[src/rtl/jk_toggle_monitor.sv]
// jk_toggle_monitor: checks a JK flip-flop's q/qbar against its characteristic equation and counts edges/errors
module jk_toggle_monitor #(
  parameter int CNT_W     = 8,
  parameter int STUCK_LIM = 4
) (
  input  logic             clk,
  input  logic             reset,
  input  logic             j,
  input  logic             k,
  input  logic             q,
  input  logic             qbar,
  output logic [CNT_W-1:0] rise_cnt,
  output logic [CNT_W-1:0] fall_cnt,
  output logic [CNT_W-1:0] err_cnt,
  output logic             mismatch,
  output logic             compl_err,
  output logic             stuck_err,
  output logic             active
);
  typedef enum logic [1:0] {IDLE, ARM, CHECK} state_t;
  state_t           state_q, state_d;
  logic             jd_q, kd_q, qd_q;
  logic [3:0]       stk_q, stk_d;
  logic [CNT_W-1:0] rise_q, rise_d, fall_q, fall_d, err_q, err_d;
  logic             mis_q, mis_d, cmp_q, cmp_d, stuck_q, stuck_d, active_q, active_d;
  logic             chk, exp_q, bad;
  always_comb begin
    chk      = state_q == CHECK;
    exp_q    = (jd_q & ~qd_q) | (~kd_q & qd_q);
    bad      = chk && (q != exp_q);
    state_d  = state_q == IDLE ? ARM : CHECK;
    rise_d   = rise_q + CNT_W'(chk & ~qd_q & q);
    fall_d   = fall_q + CNT_W'(chk & qd_q & ~q);
    err_d    = err_q + CNT_W'(bad && (err_q != '1));
    mis_d    = mis_q | bad;
    cmp_d    = cmp_q | (chk && (q == qbar));
    stk_d    = (chk && jd_q && kd_q && (q == qd_q)) ? stk_q + 4'(stk_q != 4'hf) : 4'd0;
    stuck_d  = stuck_q | (chk && (stk_d == 4'(STUCK_LIM)));
    active_d = state_d == CHECK;
  end
  always_ff @(posedge clk) begin
    if (reset) begin
      state_q  <= IDLE;
      {jd_q, kd_q, qd_q} <= '0;
      stk_q    <= '0;
      rise_q   <= '0;
      fall_q   <= '0;
      err_q    <= '0;
      {mis_q, cmp_q, stuck_q, active_q} <= '0;
    end else begin
      state_q  <= state_d;
      {jd_q, kd_q, qd_q} <= {j, k, q};
      stk_q    <= stk_d;
      rise_q   <= rise_d;
      fall_q   <= fall_d;
      err_q    <= err_d;
      {mis_q, cmp_q, stuck_q, active_q} <= {mis_d, cmp_d, stuck_d, active_d};
    end
  end
  assign rise_cnt  = rise_q;
  assign fall_cnt  = fall_q;
  assign err_cnt   = err_q;
  assign mismatch  = mis_q;
  assign compl_err = cmp_q;
  assign stuck_err = stuck_q;
  assign active    = active_q;
endmodule

[config.mk]
export PLATFORM = sky130hd
export DESIGN_NAME = jk_toggle_monitor
export DESIGN_NICKNAME = d
export VERILOG_FILES = /design/src/rtl/jk_toggle_monitor.sv
export SDC_FILE = /design/constraint.sdc
export NUM_CORES = 1
export LEC_CHECK = 0
export BUFFER_PORTS_ARGS = -buffer_cell sky130_fd_sc_hd__buf_2
export CAP_MARGIN = 10
export CORE_UTILIZATION = 50
export DETAILED_ROUTE_END_ITERATION = 6
export HOLD_SLACK_MARGIN = 0.05
export PLACE_DENSITY = 0.75
export SETUP_SLACK_MARGIN = 0.02
export SLEW_MARGIN = 40
export SYNTH_ARGS = -nofsm -noshare
export SYNTH_HDL_FRONTEND = slang
export SYNTH_SLANG_ARGS = --single-unit
[constraint.sdc]
create_clock -name clk -period 4.5 [get_ports clk]
set_input_delay 0.225 -clock clk [delete_from_list [all_inputs] [get_ports clk]]
set_output_delay 0.225 -clock clk [all_outputs]
set_load 0.05 [all_outputs]
---- After elaboration in Yosys (flattened, before gate mapping) ----
Cells that the tools add are included.
operators by class
  $add $sub $neg .......................... 4
  multiply operators ...................... 0
  div/mod/pow operators ................... 0
  order comparisons ....................... 0
  equal/unequal tests ..................... 8
  shifts and indexed selects .............. 0
  multiplexer cells ....................... 2
  bitwise gates (word level) .............. 14
  reduce and logical (&&, ||, !) cells .... 8
operators by type and width
  cell                                                  count
  adder 8 bit                                           2
  bitwise AND 1 x 8 -> 8 bit                            2
  inverter 1 -> 8 bit                                   2
  adder 8 x 1 -> 8 bit                                  1
  bitwise AND 8 x 1 -> 8 bit                            1
  inequality test 8 bit (second input constant)         1
  logical AND 1 bit                                     7
  adder 4 x 1 -> 4 bit                                  1
  equality test 2 bit (second input constant)           2
  equality test 4 x 3 -> 1 bit (second input constant)  1
  two-way mux 4 bit                                     1
  inequality test 4 bit (second input constant)         1
  bitwise OR 1 bit                                      4
  bitwise AND 1 bit                                     3
  equality test 1 bit                                   2
  logical NOT 2 bit                                     1
  two-way mux 2 bit                                     1
  inverter 1 bit                                        2
  inequality test 1 bit                                 1
word-level totals
  register bits after elaboration ......... 37
  latch bits .............................. 0
  bits in writable memories ............... 0
  memory bits (read-only) ................. 0
  bits of input ports ..................... 6
  output and inout bits ................... 28
  memories kept ........................... 0

---- Longest topological paths before layout ----
Gate-level depths: netlist of the first run.
  depth in word-level cells ............... 8
  gate-level depth with buffers ........... 9

---- Least setup slack after synthesis of the first run ----
Ideal clock, no wire load.
  path kind ............................... register to register
  start point ............................. register state_q[1]
  end point ............................... register err_q[6] (netlist: err_cnt[6])
  library setup time ...................... 0.071 ns
  arrival ................................. 2.060 ns
  required time ........................... 4.429 ns
  setup slack ............................. 2.369 ns
  stages on the path, launching flop included .. 8
  clock period less this slack ............ 2.131 ns
  path through ............................ dfxtp_1 -> nand2b_1 -> a311oi_1 -> ha_1 -> ha_1 -> nand3_1 -> or3_1 -> a21oi_1
between the ends
  longest elaborated chain between the ends .. 4
RTL lines
  what                    RTL line  text
  from (decl)             21        state_t state_q, state_d;
  from (signal assigned)  51        state_q <= state_d;
  equality test 2 bit     28        chk = state_q == CHECK;
  logical AND 1 bit       30        bad = chk && (q != exp_q);
  logical AND 1 bit       34        err_d = err_q + CNT_W'(bad && (err_q != '1));
  adder 8 x 1 -> 8 bit    34
  to (signal assigned)    56        err_q <= err_d;
  to (decl)               24        logic [CNT_W-1:0] rise_q, rise_d, fall_q, fall_d, err_q, err_d;
No other way between the ends.
A chain may end at the register's enable or synchronous reset.

---- Final worst setup path of the first run ----
  start point ............................. register qd_q
  end point ............................... register err_q[6] (netlist: err_cnt[6])
between the ends
  longest elaborated chain between the ends .. 7
  elaborated cells between the ends (all ways) .. 8
  those cells by class .................... add/sub: 1; eq/ne: 1; bitwise: 4; reduce/logical: 2
RTL lines
  what                     RTL line  text
  from (decl)              22        logic jd_q, kd_q, qd_q;
  from (signal assigned)   52        {jd_q, kd_q, qd_q} <= {j, k, q};
  inverter 1 bit           29        exp_q = (jd_q & ~qd_q) | (~kd_q & qd_q);
  bitwise AND 1 bit        29
  bitwise OR 1 bit *       29
  inequality test 1 bit *  30
  logical AND 1 bit *      30
  logical AND 1 bit *      34
  adder 8 x 1 -> 8 bit *   34
Mark *: on every way between the ends. The rest lies on a longest branch, timed or not.

==> flow_summary.yaml, run 1 <==
routing:
  via_count: 1086
  wire_per_inst_microns: 11.0
  viasPerCell: 5.05
  drcViolationCount: 0
  drtIter0Drc: 25
  wl_microns: 2360
  first_pass_iters: 4
  antenna_left: 0
logic_synthesis:
  synth_area_leaders: "dfxtp_1 50%, xor2_1 7.9%, ha_1 7.0%"
  synth_edf_count: 0
  ys_ff_latch: 36
  netlist_top_cells_count: "36 x dfxtp_1, 25 x nor2_1, 13 x xor2_1, 11 x nand3_1"
  synth_nets: 162
  postSynth.asyncResetShare_pct: 0
  syn_avg_cell_area_sq_um: 9.69
  yosys.area.top_type: "dfxtp_1"
  synth_cells: 148
  syn_area_sq_mm: 0.00143
  synth-seq-area-share_pct: 50.3
  synthFlopType: "dfxtp_1"
  netlist.area_leader.share_pct: 50.3
  synth_most_common_cell: "dfxtp_1"
  synth_cell_type_count: 27
  ys_warn_count: 0
clock_network:
  clockRootBuffer: "clkbuf_4"
  cts_sinks: 36
  clkTransAtPathRegs_ns: 0.10
  cts-hold-fix-buffers: 0
  cts.path.max_buffers: 2
  cts_resized: 0
  htree_levels: 2
  cts_tree: "done"
  cts_buffers: 5
  post-cts-setup-buffers: 0
  clk_latency_ns: 0.33
timing:
  layout_setup_ws_ns: 2.39
  setup_viol: 0
  fin_crit_ns: 2.11
  final_max_slew_viol_count: 0
  max_freq_mhz: 475
  fin_skew_ns: 0.00750
  slew_headroom_pct: 60.9
  finalSetupTns_ns: 0
  period_share_pct: 46.8
  hold_violations: 0
  worst_slew_pin_slew_ns: 0.587
  rsz0062_at_grt: "no"
  holdWs_ns: 0.110
place:
  routabilityCongestion: 0.832
  port_buffers: 33
  post-place-ws_ns: 2.42
  dp_hpwl_microns: 1690
  dp.cells: 207
  placed_area_sq_mm: 0.00162
hold_path:
  hp-class: "in2reg"
  min_from: "j"
  hold_depth: 2
die:
  start_util_pct: 52.4
  die_y_microns: 55.6
  io_pins: 34
  dieWidth_microns: 55.6
  rows: 19
  die-area_sq_mm: 0.00309
  core_sq_mm: 0.00273
layout:
  drive_gt1_share_pct: 23.4
  syn_to_final_growth_pct: 18.1
  stdcell_area_sq_mm: 0.00169
  layout.cells.non_filler: 215
  final_util_pct: 62.0
  fin_nets: 197
  antenna_cells: 0
global_route:
  grt_start_max_net_pins: 36
  grt_use_total_pct: 16.8
  grt_first_pass_wirelength_microns: 3880
  first_global_vias: 927
  antenna_found_initial: 0
  grt_overflow: 0
critical_path:
  worst_ep_required_time_ns: 4.77
  cpMostUsedCell: "ha_1"
  rr_worst_depth: 9
  path_max_fanout: 5
  cp_slowest_stage_delay_ns: 0.44
  critical_path_class: "reg2reg"
  critPathCaptureType: "register"
  cpMaxStageDelayCell: "dfxtp_1"
  startpoint: "qd_q"
  worstSetupStartpointType: "register"
  cp.arrival_ns: 2.37
  crit_chain: "nor2_2 -> a21oi_2 -> xnor2_1 -> a311oi_1 -> ha_1 -> ha_1 -> nand3_1 -> or3_1 -> a21oi_1"
  r2r-start: "qd_q"
status:
  status: "complete, no violations"
power_and_ir_drop:
  p_leak_nw: 0.772
  powerDensity_mw_per_mm2: 345
  ir_worst_vdd_v: 0.000475
  p_total_mw: 0.585
run:
  max_cap_viol_count: 0
[kinds of logic after synthesis]
family	synth area share, %
and+or+nand+nor	24.8
DFF	50.3
xor gates and xnor gates	13.4
adders and majority gates	6.98
AOI/OAI and AO/OA	2.88
buffers and inverters	1.66
[layout by cell type (no fill, tap or decap), types with 2 or more instances in the layout]
cell type | Yosys | final
nor2_1 | 25 | 25
xor2_1 | 13 | 13
nor3_1 | 4 | 4
and3_1 | 5 | 5
ha_1 | 8 | 8
buf_2 | 1 | 33
nand2_1 | 4 | 4
nand3_1 | 11 | 11
nor2b_1 | 9 | 9
dfxtp_1 | 36 | 36
nand2b_1 | 3 | 3
nor3b_1 | 2 | 2
clkbuf_4 | 0 | 5
and2_1 | 2 | 2
xnor2_1 | 9 | 9
[sequential cells by signal, summed over array words and instances, names as in the netlist]
| register | count |
|---|---|
| err_cnt | 8 |
| fall_cnt | 8 |
| rise_cnt | 8 |
| stk_q | 4 |
| state_q | 2 |
| compl_err | 1 |
| jd_q | 1 |
| kd_q | 1 |
| mismatch | 1 |
| qd_q | 1 |
| stuck_err | 1 |
[per-layer routing]
layer | share of wire, % | wire length [microns] | global-route usage (%) | up-vias
met3 | 4.7 | 112 | 7.26 | 5
met5 | 0 | 0 | 0 | -
met2 | 47 | 1120 | 25.5 | 19
li1 | - | - | - | 559
met4 | 2.2 | 51 | 9.64 | 0
met1 | 46 | 1080 | 19.7 | 503
[report_power, final]
group	switching (mW)	internal (mW)	total (mW)
logic	0.0274	0.0116	0.0390
registers	0.00461	0.325	0.329
clock network	0.100	0.116	0.217
total	0.132	0.453	0.585
[critical path: cells and delay by family, from the launching register on]
family	cells	cell delay, ns
AOI/OAI and AO/OA	3	0.54
xor gates and xnor gates	1	0.10
adders and majority gates	2	0.43
DFF	1	0.44
and+or+nand+nor	3	0.54
[final cells by class]
cell class	count	area [sq um]
inverters	1	3.75
repair buffers	33	165
well taps	31	38.8
fillers	247	1040
clock buffers	6	41.3
flip-flops and latches	36	721
clock inverters	2	35.0
multi-input cells	106	689
[path summary, 6_finish.rpt]
kind / endpoint / slack (ns)
max: err_cnt[6] / 2.39
max reg2reg: err_cnt[6] / 2.39
min: jd_q / 0.11
min reg2reg: state_q[0] / 0.45
(Power assumes the default switching activity.)
==> inputs of run 2 (changes only) <==
==> constraint.sdc (replaced) <==
create_clock -name clk -period 2 [get_ports clk]
set_input_delay 0.1 -clock clk [delete_from_list [all_inputs] [get_ports clk]]
set_output_delay 0.1 -clock clk [all_outputs]
set_load 0.05 [all_outputs]
==> run 2 against run 1 <==
Effect of this change: cell area up 7.2%; largest power group unchanged; critical path depth unchanged; fmax up 7.9%; first-iteration DRC count down 36%; die area unchanged; sequential share of layout area down 2.2 points; flip-flop and latch count unchanged; highest routed layer unchanged; non-clock buffer count up 7; setup slack worse by 2.3 ns.
==> flow_summary.yaml, run 2 (same netlist as run 1, synthesis figures left out) <==
status:
  status: "complete, no violations"
die:
  core_sq_mm: 0.00273
  rows: 19
  die-area_sq_mm: 0.00309
  die_y_microns: 55.6
  dieWidth_microns: 55.6
  start_util_pct: 52.4
  io_pins: 34
clock_network:
  clkTransAtPathRegs_ns: 0.10
  cts_sinks: 36
  cts_tree: "done"
  cts_buffers: 5
  cts.path.max_buffers: 2
  clk_latency_ns: 0.33
  clockRootBuffer: "clkbuf_4"
  htree_levels: 2
timing:
  hold_violations: 0
  rsz0062_at_grt: "yes"
  fin_skew_ns: 0.00498
  worst_slew_pin_slew_ns: 0.609
  setup_viol: 0
  final_max_slew_viol_count: 0
  max_freq_mhz: 513
  period_share_pct: 97.5
  fin_crit_ns: 1.95
  slew_headroom_pct: 59.4
  layout_setup_ws_ns: 0.0492
power_and_ir_drop:
  p_leak_nw: 0.815
  powerDensity_mw_per_mm2: 685
  ir_worst_vdd_v: 0.000648
routing:
  wl_microns: 2720
  wire_per_inst_microns: 12.2
  first_pass_iters: 4
  viasPerCell: 5.15
  drcViolationCount: 0
  antenna_left: 0
  drtIter0Drc: 16
  via_count: 1143
critical_path:
  r2r-start: "qd_q"
  timing.rr.end: "err_cnt[6]"
  cp.arrival_ns: 2.21
  cpMaxStageDelayCell: "dfxtp_4"
  critPathCaptureType: "register"
  critical_path_class: "reg2reg"
  rr_worst_depth: 9
  r2r_slack_ns: 0.05
  worst_ep_required_time_ns: 2.26
  crit_chain: "nor2_4 -> a21oi_2 -> xnor2_2 -> a311oi_2 -> ha_2 -> ha_4 -> nand3_4 -> or3_1 -> a21oi_1"
  cp_slowest_stage_delay_ns: 0.37
  worstSetupStartpointType: "register"
  path_max_fanout: 3
hold_path:
  worstHoldEndpoint: "qd_q"
  hold_depth: 2
  hp-class: "in2reg"
  min_from: "q"
place:
  placed_area_sq_mm: 0.00164
  routabilityCongestion: 0.840
  dp.cells: 209
  port_buffers: 33
  post-place-ws_ns: -0.0513
  dp_hpwl_microns: 1790
layout:
  seq_area_sq_um: 733
  fin_nets: 204
  final_util_pct: 66.4
  syn_to_final_growth_pct: 26.6
  multi_input_area_sq_um: 754
  antenna_cells: 0
  drive_gt1_share_pct: 32.5
  layout_commonest_cell: "buf_2"
  layout.cells.non_filler: 222
  stdcell_area_sq_mm: 0.00182
  final.fill_count: 226
  final_cell_mix: "33 x buf_2, 28 x dfxtp_1, 25 x nor2_1"
global_route:
  grt_start_max_net_pins: 36
  antenna_found_initial: 0
  grt_overflow: 0
  grt_first_pass_wirelength_microns: 4100
  first_global_vias: 1009
  grt_use_total_pct: 17.4
run:
  max_cap_viol_count: 0
## run 2: changes by cell type in the layout (fill, tap and decap cells not counted), moves of 2 or more
| cell | change |
|---|---|
| dfxtp_1 | -8 |
| dfxtp_2 | +7 |
| buf_4 | +4 |
| dlygate4sd3_1 | +2 |
| ha_1 | -2 |
| nand3_1 | -2 |
## run 2: worst max-delay path by stage
stage | start | end | depth (start not counted)
after floorplan | err_cnt[6] | err_cnt[6] | 8
after global placement | qd_q | err_cnt[6] | 9
after detailed placement | qd_q | err_cnt[6] | 9
after CTS | qd_q | err_cnt[6] | 9
after global routing | qd_q | err_cnt[6] | 9
final | qd_q | err_cnt[6] | 9
## run 2: stage by stage
stage	hold slack (ns)	setup TNS, ns	power (mW)
floorplan	0.228	0	0.826
global placement	0.331	0	0.849
detailed placement	0.342	-0.0513	0.851
CTS	0.0694	0	1.24
global route	0.0674	-0.0949	1.30
finish	0.0876	0	1.24
## run 2: report_power, final
group	switching (mW)	internal, mW
sequential	0.0115	0.731
combinational	0.0674	0.0371
clock	0.222	0.174
## run 2: routing by layer
metal / up-vias / part of all wire, % / GRT usage, %
met5: - / 0 / 0
met4: 0 / 1.6 / 8.21
met1: 540 / 45 / 19.4
met3: 7 / 4.1 / 7.73
met2: 20 / 49 / 28.2
li1: 576 / - / -
## run 2: cell type report
cell class,instances,area share (%)
tap,31,2.14
sequential,36,40.4
clock buffer,8,3.24
multi-input combinational,106,41.6
timing repair buffer,40,12.5
inverter,1,0.207
## run 2: timing repair
action | CTS | global route
buffers inserted | 1 | 2
pin swaps | 2 | 6
hold buffers | 2 | 0
endpoints found under the setup margin | 1 | 3
resized for setup | 3 | 13
cloned | 0 | 0
endpoints found under the hold margin | 2 | 0
## run 2: worst max-delay path, delay by kind of cell (launching register included)
| kind | cells | cell delay [ns] |
|---|---|---|
| simple gates | 3 | 0.49 |
| compound gates | 3 | 0.43 |
| flops | 1 | 0.37 |
| xor+xnor | 1 | 0.15 |
| fa+ha+maj | 2 | 0.44 |
